--- src/rtl/me_sad_mv_select.sv ---
// Minimum-SAD / motion-vector selector for one CTU search.
// Tracks the best (lowest) SAD and its motion vector per sub-block (CB 0..3)
// while the PE array streams tagged SAD samples, then drains the four winners
// downstream over a valid/ready handshake.
//
// Ports:
//   clk, rst_n            clock, synchronous active-low reset
//   begin_prepare         start (or restart) a CTU search, clears trackers
//   sad_valid/sad_cb/sad_value/search_column_count/search_row_count
//                         tagged SAD sample input
//   search_done           pulse: last sample of the CTU presented
//   result_valid/ready    result handshake
//   result_cb/hit/sad/mv_x/mv_y  per-CB best candidate
//   busy                  state is not IDLE
//   search_finished       pulse after the CB3 result is accepted
module me_sad_mv_select #(
  parameter int unsigned SAD_W      = 16,
  parameter int unsigned COL_CENTER = 12,
  parameter int unsigned ROW_CENTER = 32
) (
  input  logic             clk,
  input  logic             rst_n,
  input  logic             begin_prepare,
  input  logic             sad_valid,
  input  logic [1:0]       sad_cb,
  input  logic [SAD_W-1:0] sad_value,
  input  logic [4:0]       search_column_count,
  input  logic [6:0]       search_row_count,
  input  logic             search_done,
  input  logic             result_ready,
  output logic             result_valid,
  output logic [1:0]       result_cb,
  output logic             result_hit,
  output logic [SAD_W-1:0] result_sad,
  output logic [5:0]       result_mv_x,
  output logic [7:0]       result_mv_y,
  output logic             busy,
  output logic             search_finished
);

  localparam int unsigned NUM_CB = 4;

  typedef enum logic [1:0] {IDLE, COLLECT, DRAIN, FINISH} state_t;

  state_t           state;
  logic [1:0]       idx;
  logic [1:0]       idx_inc;

  logic [SAD_W-1:0] best_sad [NUM_CB];
  logic [NUM_CB-1:0] hit;
  logic [5:0]       mv_x [NUM_CB];
  logic [7:0]       mv_y [NUM_CB];

  logic [SAD_W-1:0] nxt_sad [NUM_CB];
  logic [NUM_CB-1:0] nxt_hit;
  logic [5:0]       nxt_mv_x [NUM_CB];
  logic [7:0]       nxt_mv_y [NUM_CB];

  logic [5:0]       sample_mv_x;
  logic [7:0]       sample_mv_y;

  assign idx_inc     = 2'(idx + 2'd1);
  assign sample_mv_x = 6'({1'b0, search_column_count} - 6'(COL_CENTER));
  assign sample_mv_y = 8'({1'b0, search_row_count} - 8'(ROW_CENTER));

  // Next tracker contents; the drain loads from these so a sample arriving
  // together with search_done is already reflected in the first result.
  always_comb begin
    nxt_hit = hit;
    for (int i = 0; i < NUM_CB; i++) begin
      nxt_sad[i]  = best_sad[i];
      nxt_mv_x[i] = mv_x[i];
      nxt_mv_y[i] = mv_y[i];
    end
    if ((state == IDLE || state == COLLECT) && begin_prepare) begin
      nxt_hit = '0;
      for (int i = 0; i < NUM_CB; i++) begin
        nxt_sad[i]  = '1;
        nxt_mv_x[i] = '0;
        nxt_mv_y[i] = '0;
      end
    end else if (state == COLLECT && sad_valid &&
                 (!hit[sad_cb] || sad_value < best_sad[sad_cb])) begin
      // Strict compare: ties keep the earlier sample.
      nxt_hit[sad_cb]  = 1'b1;
      nxt_sad[sad_cb]  = sad_value;
      nxt_mv_x[sad_cb] = sample_mv_x;
      nxt_mv_y[sad_cb] = sample_mv_y;
    end
  end

  // Control FSM, tracker registers and registered outputs.
  always_ff @(posedge clk) begin
    if (!rst_n) begin
      state           <= IDLE;
      idx             <= '0;
      hit             <= '0;
      for (int i = 0; i < NUM_CB; i++) begin
        best_sad[i] <= '1;
        mv_x[i]     <= '0;
        mv_y[i]     <= '0;
      end
      result_valid    <= 1'b0;
      result_cb       <= '0;
      result_hit      <= 1'b0;
      result_sad      <= '0;
      result_mv_x     <= '0;
      result_mv_y     <= '0;
      busy            <= 1'b0;
      search_finished <= 1'b0;
    end else begin
      hit <= nxt_hit;
      for (int i = 0; i < NUM_CB; i++) begin
        best_sad[i] <= nxt_sad[i];
        mv_x[i]     <= nxt_mv_x[i];
        mv_y[i]     <= nxt_mv_y[i];
      end
      search_finished <= 1'b0;

      case (state)
        IDLE: begin
          if (begin_prepare) begin
            state <= COLLECT;
            busy  <= 1'b1;
          end
        end
        COLLECT: begin
          if (!begin_prepare && search_done) begin
            state        <= DRAIN;
            idx          <= 2'd0;
            result_valid <= 1'b1;
            result_cb    <= 2'd0;
            result_hit   <= nxt_hit[0];
            result_sad   <= nxt_sad[0];
            result_mv_x  <= nxt_mv_x[0];
            result_mv_y  <= nxt_mv_y[0];
          end
        end
        DRAIN: begin
          if (result_ready) begin
            if (idx == 2'd3) begin
              state           <= FINISH;
              result_valid    <= 1'b0;
              search_finished <= 1'b1;
            end else begin
              idx         <= idx_inc;
              result_cb   <= idx_inc;
              result_hit  <= nxt_hit[idx_inc];
              result_sad  <= nxt_sad[idx_inc];
              result_mv_x <= nxt_mv_x[idx_inc];
              result_mv_y <= nxt_mv_y[idx_inc];
            end
          end
        end
        FINISH: begin
          state <= IDLE;
          busy  <= 1'b0;
        end
        default: state <= IDLE;
      endcase
    end
  end

endmodule

--- config.mk ---
export PLATFORM = sky130hd
export DESIGN_NAME = me_sad_mv_select
export DESIGN_NICKNAME = d
export VERILOG_FILES = /design/src/rtl/me_sad_mv_select.sv
export SDC_FILE = /design/constraint.sdc
export NUM_CORES = 1
export LEC_CHECK = 0
export BUFFER_PORTS_ARGS = -buffer_cell sky130_fd_sc_hd__buf_2
export CAP_MARGIN = 20
export CORE_ASPECT_RATIO = 1.4
export CORE_MARGIN = 2
export CORE_UTILIZATION = 35
export CTS_CLUSTER_DIAMETER = 60
export DETAILED_ROUTE_END_ITERATION = 7
export GPL_ROUTABILITY_DRIVEN = 0
export PLACE_DENSITY = 0.6
export SLEW_MARGIN = 20
export SYNTH_ARGS = -nofsm -noshare
export SYNTH_HDL_FRONTEND = slang
export SYNTH_SLANG_ARGS = --single-unit
--- constraint.sdc ---
create_clock -name clk -period 6.05 [get_ports clk]
set_input_delay 1.21 -clock clk [delete_from_list [all_inputs] [get_ports clk]]
set_output_delay 1.21 -clock clk [all_outputs]
set_load 0.02 [all_outputs]
==> reports/metrics.cfg, run 1 <==
[synth]
ys_ff_latch=162
synth_top_area_cell=dfxtp_1
netlist_area_um2=7800
synthArstFlopShare=0
synth_edf_count=0
syn_inst=811
postSynthAreaPerCell_um2=9.62
synth_cell_types=63
yosysSeqAreaShare=0.416
synth.area.top_cells=dfxtp_1, mux2i_1, nor2_1
synth_top_cell_area_share=0.416
yosysWarnings=0
synthFlopType=dfxtp_1
syn_nets=869

[routing]
wl_per_cell_um=18.0
num_vias=6240
drc=0
ant_nets=0
wl_met2_um=11000
top_layer=met4
via_per_inst=5.31
wl_met1_um=8880
wl_um=21200
met3_length_um=860
first_pass_iters=4
drt_iter0_markers=350

[clock_network]
cts-buffers-inserted=17
postCtsHoldBufs=0
numClockSinks=162
cts_tree=built
clock_latency_ns=0.43
clk_path_buf_depth=2
cts_max_level=4
cts_setup_buffers=0
ctsResizeCount=0
clk_pin_slew_ns=0.07
root_buffer=clkbuf_16

[floorplan]
die_h_um=181
die_x_um=130
core_area_um2=21900
initial_utilization=0.357
die_area_um2=23500
row_count=64
num_io_pins=72

[layout]
final_area_um2=8970
multiInputGateArea_um2=4230
fillCellCount=2174
area_growth_pct=15.0
fin_util=0.410
seqCellArea_um2=3240
n_antenna_cell=0
drive_gt1_frac=0.220
final_common_cell=dfxtp_1
nets=923
mostFrequentLayoutCells=dfxtp_1, nor2_1, mux2i_1

[sta]
final-setup-viol-count=0
max_freq_mhz=212
slew_headroom=0.224
skew_ns=0.00855
finalSetupTns_ns=0
fin_crit_ns=4.71
hold_viol=0
worst_slew_pin_slew_ns=1.16
slew_violations=0
fin_crit_sh=0.779
rsz0062_at_grt=no

[min_path]
min_to=result_mv_y[2]$_SDFFE_PN0P_
worstHoldStart=result_mv_y[2]$_SDFFE_PN0P_
hold_class=flip-flop to flip-flop
worstHoldPathCells=1

[pwr]
vdd_drop_max_v=0.000217
power_density_nw_per_um2=378
p_total_mw=3.40
p_leak_nw=3.76

[worst_setup_path]
crit_path_cell_trace=buf_2, mux4_2, inv_1, ha_1, a211oi_1, o211ai_1, nand2_1, a31oi_1, a21oi_4, buf_4, mux2_2, o22ai_1, nor2_1
required_ns=6.36
crit_arrival_ns=5.03
critical_path_class=input port to flip-flop
start_kind=input port
slowest_stage=a21oi_4
ff2ff_setup_slack_ns=2.37
max_stage_delay_ns=0.60
crit-reg2reg-launch=best_sad[3][13]$_SDFF_PN1_
rr_endpoint=result_sad[0]$_SDFFE_PN0P_
rr_worst_depth=12
worstPathMaxFanout=16
worst_setup_path_end_kind=flip-flop

[global_route]
grt_max_degree=84
antenna_found_initial=0
track_usage=0.184
grt_pass1_wl_um=33300
overflow=0
grt_pass1_vias=6307

[flow_run]
cap_violations=0

[placed_design]
io_buffers=71
postPlaceCellArea_um2=8420
dpl.hpwl_um=14200

[status]
status=completed

==> cells in the mapped netlist (5+ instances only) <==
cell	number
a211oi_1	5
a21oi_1	22
a221o_1	19
a221oi_1	6
a32o_1	8
and2_1	11
buf_2	9
clkbuf_1	32
dfxtp_1	162
ha_1	22
inv_1	28
mux2_1	16
mux2_2	25
mux2i_1	84
mux4_2	15
nand2_1	78
nand3_1	9
nor2_1	96
o21ai_0	32
o21ai_1	6
o22ai_1	24
or2_1	11
or2_2	21
==> sequential cells by signal, indices dropped and copies added (netlist names) <==
name             flops
mv_x                24
busy                 1
result_mv_x          6
result_hit           1
search_finished      1
idx                  2
mv_y                32
best_sad            64
state                2
result_valid         1
result_mv_y          8
result_sad          16
hit                  4
==> per-layer routing <==
layer  global-route usage  vias to the layer above
li1                     -                     3027
met1                0.215                     3037
met2                0.327                      145
met3               0.0391                       31
met4               0.0654                        0
met5                    0                        -
==> where the power goes <==
| part | total, mW | switching, mW | internal, mW | leakage (nW) |
|---|---|---|---|---|
| clock | 1.01 | 0.469 | 0.542 | 0.261 |
| sequential | 1.25 | 0.0653 | 1.19 | 1.31 |
| combinational | 1.13 | 0.738 | 0.394 | 2.18 |
| total | 3.40 | 1.27 | 2.12 | 3.76 |
==> per-stage QoR <==
step / std cells / hold WS (ns) / worst slack, ns
after floorplan: 811 / 0.441 / 0.982
after global placement: 1143 / 0.457 / 0.895
after detailed placement: 1143 / 0.453 / 0.871
after CTS: 1175 / 0.479 / 1.32
after global routing: 1175 / 0.492 / 1.08
final: 1175 / 0.468 / 1.34
==> worst max-delay path, delay by kind of cell <==
family / cells / cell delay (ns)
AOI/OAI and AO/OA: 5 / 1.48
adders and majority gates: 1 / 0.24
buffers and inverters: 3 / 0.86
muxes: 2 / 0.94
and+or+nand+nor: 2 / 0.27
==> cell families after synthesis <==
kind of cell | synth area share
compound gates | 0.146
fa+ha+maj | 0.0353
simple gates | 0.142
flops | 0.416
buf+inv | 0.0463
mux | 0.212
xor+xnor | 0.00224
==> area by class of cell <==
cell class	instances	area share
clock inverters	13	0.0119
clock buffers	19	0.0494
well taps	297	0.0414
flip-flops and latches	162	0.361
inverters	29	0.0121
multi-input cells	569	0.472
repair buffers	86	0.0521
==> worst max-delay path by stage <==
stage                    from                     endpoint  cells past startpoint
floorplan           sad_cb[0]  result_mv_y[5]$_SDFFE_PN0P_                     12
detailed placement  sad_cb[0]   result_sad[0]$_SDFFE_PN0P_                     13
finish              sad_cb[0]   result_sad[0]$_SDFFE_PN0P_                     13
global placement    sad_cb[0]   result_sad[0]$_SDFFE_PN0P_                     13
CTS                 sad_cb[0]    best_sad[1][3]$_SDFF_PN1_                     12
global route        sad_cb[0]   result_sad[0]$_SDFFE_PN0P_                     13
Power figures use the tool's default switching activity.
==> run 2: changes to the inputs <==
--- a/config.mk
+++ b/config.mk
@@ -5,6 +5,7 @@
 export SDC_FILE = /design/constraint.sdc
 export NUM_CORES = 1
 export LEC_CHECK = 0
+export ABC_AREA = 1
 export BUFFER_PORTS_ARGS = -buffer_cell sky130_fd_sc_hd__buf_2
 export CAP_MARGIN = 20
 export CORE_ASPECT_RATIO = 1.4
@@ -13,7 +14,7 @@
 export CTS_CLUSTER_DIAMETER = 60
 export DETAILED_ROUTE_END_ITERATION = 7
 export GPL_ROUTABILITY_DRIVEN = 0
-export PLACE_DENSITY = 0.6
+export PLACE_DENSITY = 0.61
 export SLEW_MARGIN = 20
 export SYNTH_ARGS = -nofsm -noshare
 export SYNTH_HDL_FRONTEND = slang
==> constraint.sdc (replaced) <==
create_clock -name clk -period 4.32 [get_ports clk]
set_input_delay 0.864 -clock clk [delete_from_list [all_inputs] [get_ports clk]]
set_output_delay 0.864 -clock clk [all_outputs]
set_load 0.02 [all_outputs]
==> reports/metrics.cfg, run 2 <==
[worst_setup_path]
worst_setup_path_end_kind=flip-flop
worstPathMaxFanout=55
required_ns=4.64
critical_path_class=input port to flip-flop
cp_num_buf_inv=4
crit_arrival_ns=4.02
ff2ff_setup_slack_ns=1.34
crit_path_cell_trace=buf_2, nand2_1, clkinv_1, buf_4, a22o_1, a221oi_1, ha_1, nand2_1, nor2_1, a211oi_1, nand2_1, nand2_1, nand2_2, nand2_4, buf_12, nand3b_1, nand4_1, nand3_1, nand2_1, nand2_1, nand2_1, a21oi_1
max_stage_delay_ns=0.31
path_delay_family=simple AND/OR/NAND/NOR gates
cp_common_cell=nand2_1
slowest_stage=a221oi_1
start_kind=input port

[pwr]
comb_power_share=0.442
power_frac_clock=0.250
sw_frac_of_total=0.456
p_leak_nw=5.26
vdd_drop_max_v=0.000323
power_density_nw_per_um2=564
p_sw_mw=2.83
internal_power_mw=3.37
seq_power_share=0.308

[global_route]
grt_pass1_wl_um=52900
antenna_found_initial=0
grt_max_degree=126
track_usage=0.231
grt_pass1_vias=9771
overflow=0

[sta]
fin_crit_ns=3.70
final-setup-viol-count=0
max_freq_mhz=270
finalSetupTns_ns=0
slew_headroom=0.365
worst_slew_pin_slew_ns=0.952
slew_violations=0
skew_ns=0.0104
fin_crit_sh=0.856
hold_viol=0
rsz0062_at_grt=no

[layout]
largest_register_ffs=64
top_regs=best_sad (64), mv_y (32), mv_x (24)
fillCellCount=2951
final_common_cell=nand2_1
mostFrequentLayoutCells=nand2_1, nand3_1, dfxtp_1
fin_util=0.400
drive_gt1_frac=0.103
top_register=best_sad
nets=1602
area_growth_pct=13.4
n_antenna_cell=0

[routing]
drc=0
wl_um=32800
wl_per_cell_um=17.0
via_per_inst=5.48
ant_nets=0
num_vias=10600
drt_iter0_markers=835
first_pass_iters=5

[clock_network]
ctsResizeCount=0
cts-buffers-inserted=17
numClockSinks=162
clk_pin_slew_ns=0.07
clk_path_buf_depth=2
root_buffer=clkbuf_16
cts_max_level=4
postCtsHoldBufs=0
cts_setup_buffers=0
clock_latency_ns=0.44
cts_tree=built

[synth]
ys_ff_latch=162
postSynthAreaPerCell_um2=6.31
synth_cell_types=32
yosysSeqAreaShare=0.335
synth_edf_count=0
synth_top_area_cell=dfxtp_1
yosysWarnings=0
netlist_area_um2=9690
syn_inst=1536
synthArstFlopShare=0
synth_top_cell_area_share=0.335
syn_nets=1594
synth.area.top_cells=dfxtp_1, nand2_1, nand3_1
netlist_top_cells_count=nand2_1, nand3_1, dfxtp_1
synthFlopType=dfxtp_1
yosysMostFrequentCell=nand2_1

[floorplan]
initial_utilization=0.353
row_count=72
die_area_um2=29000
core_area_um2=27500
die_h_um=201
die_x_um=145
num_io_pins=72

[flow_run]
cap_violations=0

[status]
status=completed

[placed_design]
dpl.hpwl_um=20900
io_buffers=71

[min_path]
hold_class=flip-flop to flip-flop

-- run 2: cell count changes after synthesis, sizes merged, moves of 16 or more --
cell / previous run / this run
a21oi: 26 / 62
or2: 32 / 1
inv: 28 / 130
mux2: 42 / 0
nor2: 96 / 72
o21ai: 38 / 97
nand2: 78 / 478
buf: 19 / 35
nand3: 9 / 204
a221o: 19 / 0
mux2i: 84 / 0
o22ai: 24 / 0
clkbuf: 32 / 88
nand4: 3 / 138
-- run 2: cells by family (layout without fill, tap and decap cells) --
| group | after synthesis | after routing | synth area share |
|---|---|---|---|
| buffers and inverters | 257 | 278 | 0.106 |
| AOI/OAI and AO/OA | 191 | 191 | 0.110 |
| DFF | 162 | 162 | 0.335 |
| and+or+nand+nor | 903 | 903 | 0.419 |
| xor gates and xnor gates | 1 | 1 | 0.000904 |
| adders and majority gates | 22 | 22 | 0.0284 |
-- run 2: power groups by stage --
stage	clock network (mW)	registers, mW	logic, mW
after floorplan	0	1.98	1.84
after detailed placement	0	1.94	2.72
final	1.55	1.91	2.74
after global placement	0	1.94	2.70
after global routing	1.65	1.94	3.07
after CTS	1.58	1.91	2.73
-- run 2: per-stage QoR --
step                power [mW]  cells  area (um2)  setup slack, ns  hold WS, ns
floorplan                 3.82   1536        9690            0.412        0.464
finish                    6.20   1927       11000            0.622        0.461
detailed placement        4.66   1895       10400            0.168        0.452
global route              6.65   1927       11000            0.361        0.484
CTS                       6.22   1927       11000            0.625        0.464
global placement          4.64   1895       10400            0.304        0.449
-- run 2: path summary, 6_finish.rpt --
kind,startpoint,endpoint,cells after the start
min reg2reg,result_sad[3]$_SDFFE_PN0P_,result_sad[3]$_SDFFE_PN0P_,2
max reg2reg,best_sad[3][6]$_SDFF_PN1_,result_mv_y[4]$_SDFFE_PN0P_,18
max,sad_cb[1],result_mv_y[4]$_SDFFE_PN0P_,22
min,result_sad[3]$_SDFFE_PN0P_,result_sad[3]$_SDFFE_PN0P_,2
-- run 2: layer usage --
metal  GRT usage  vias up  wire, um
met4       0.114        0      1610
met1       0.284     4905     13300
met5           0        -         0
met3      0.0334       84      1980
met2       0.389      393     15900
li1            -     5171         -
-- run 2: cell type report --
| cell class | count | area, um2 | area share |
|---|---|---|---|
| repair buffers | 112 | 763 | 0.0695 |
| well taps | 370 | 463 | 0.0421 |
| flip-flops and latches | 162 | 3240 | 0.295 |
| inverters | 134 | 508 | 0.0462 |
| multi-input cells | 1117 | 5430 | 0.494 |
| clock inverters | 15 | 159 | 0.0145 |
| clock buffers | 17 | 425 | 0.0387 |
-- run 2: worst reg2reg max path, cell delays in order (launching register included) --
cell,delay [ns]
dfxtp_1,0.33
a22o_1,0.22
a221oi_1,0.31
ha_1,0.30
nand2_1,0.08
nor2_1,0.05
a211oi_1,0.18
nand2_1,0.09
nand2_1,0.08
nand2_2,0.08
nand2_4,0.10
buf_12,0.28
nand3b_1,0.16
nand4_1,0.11
nand3_1,0.11
nand2_1,0.15
nand2_1,0.09
nand2_1,0.08
a21oi_1,0.06
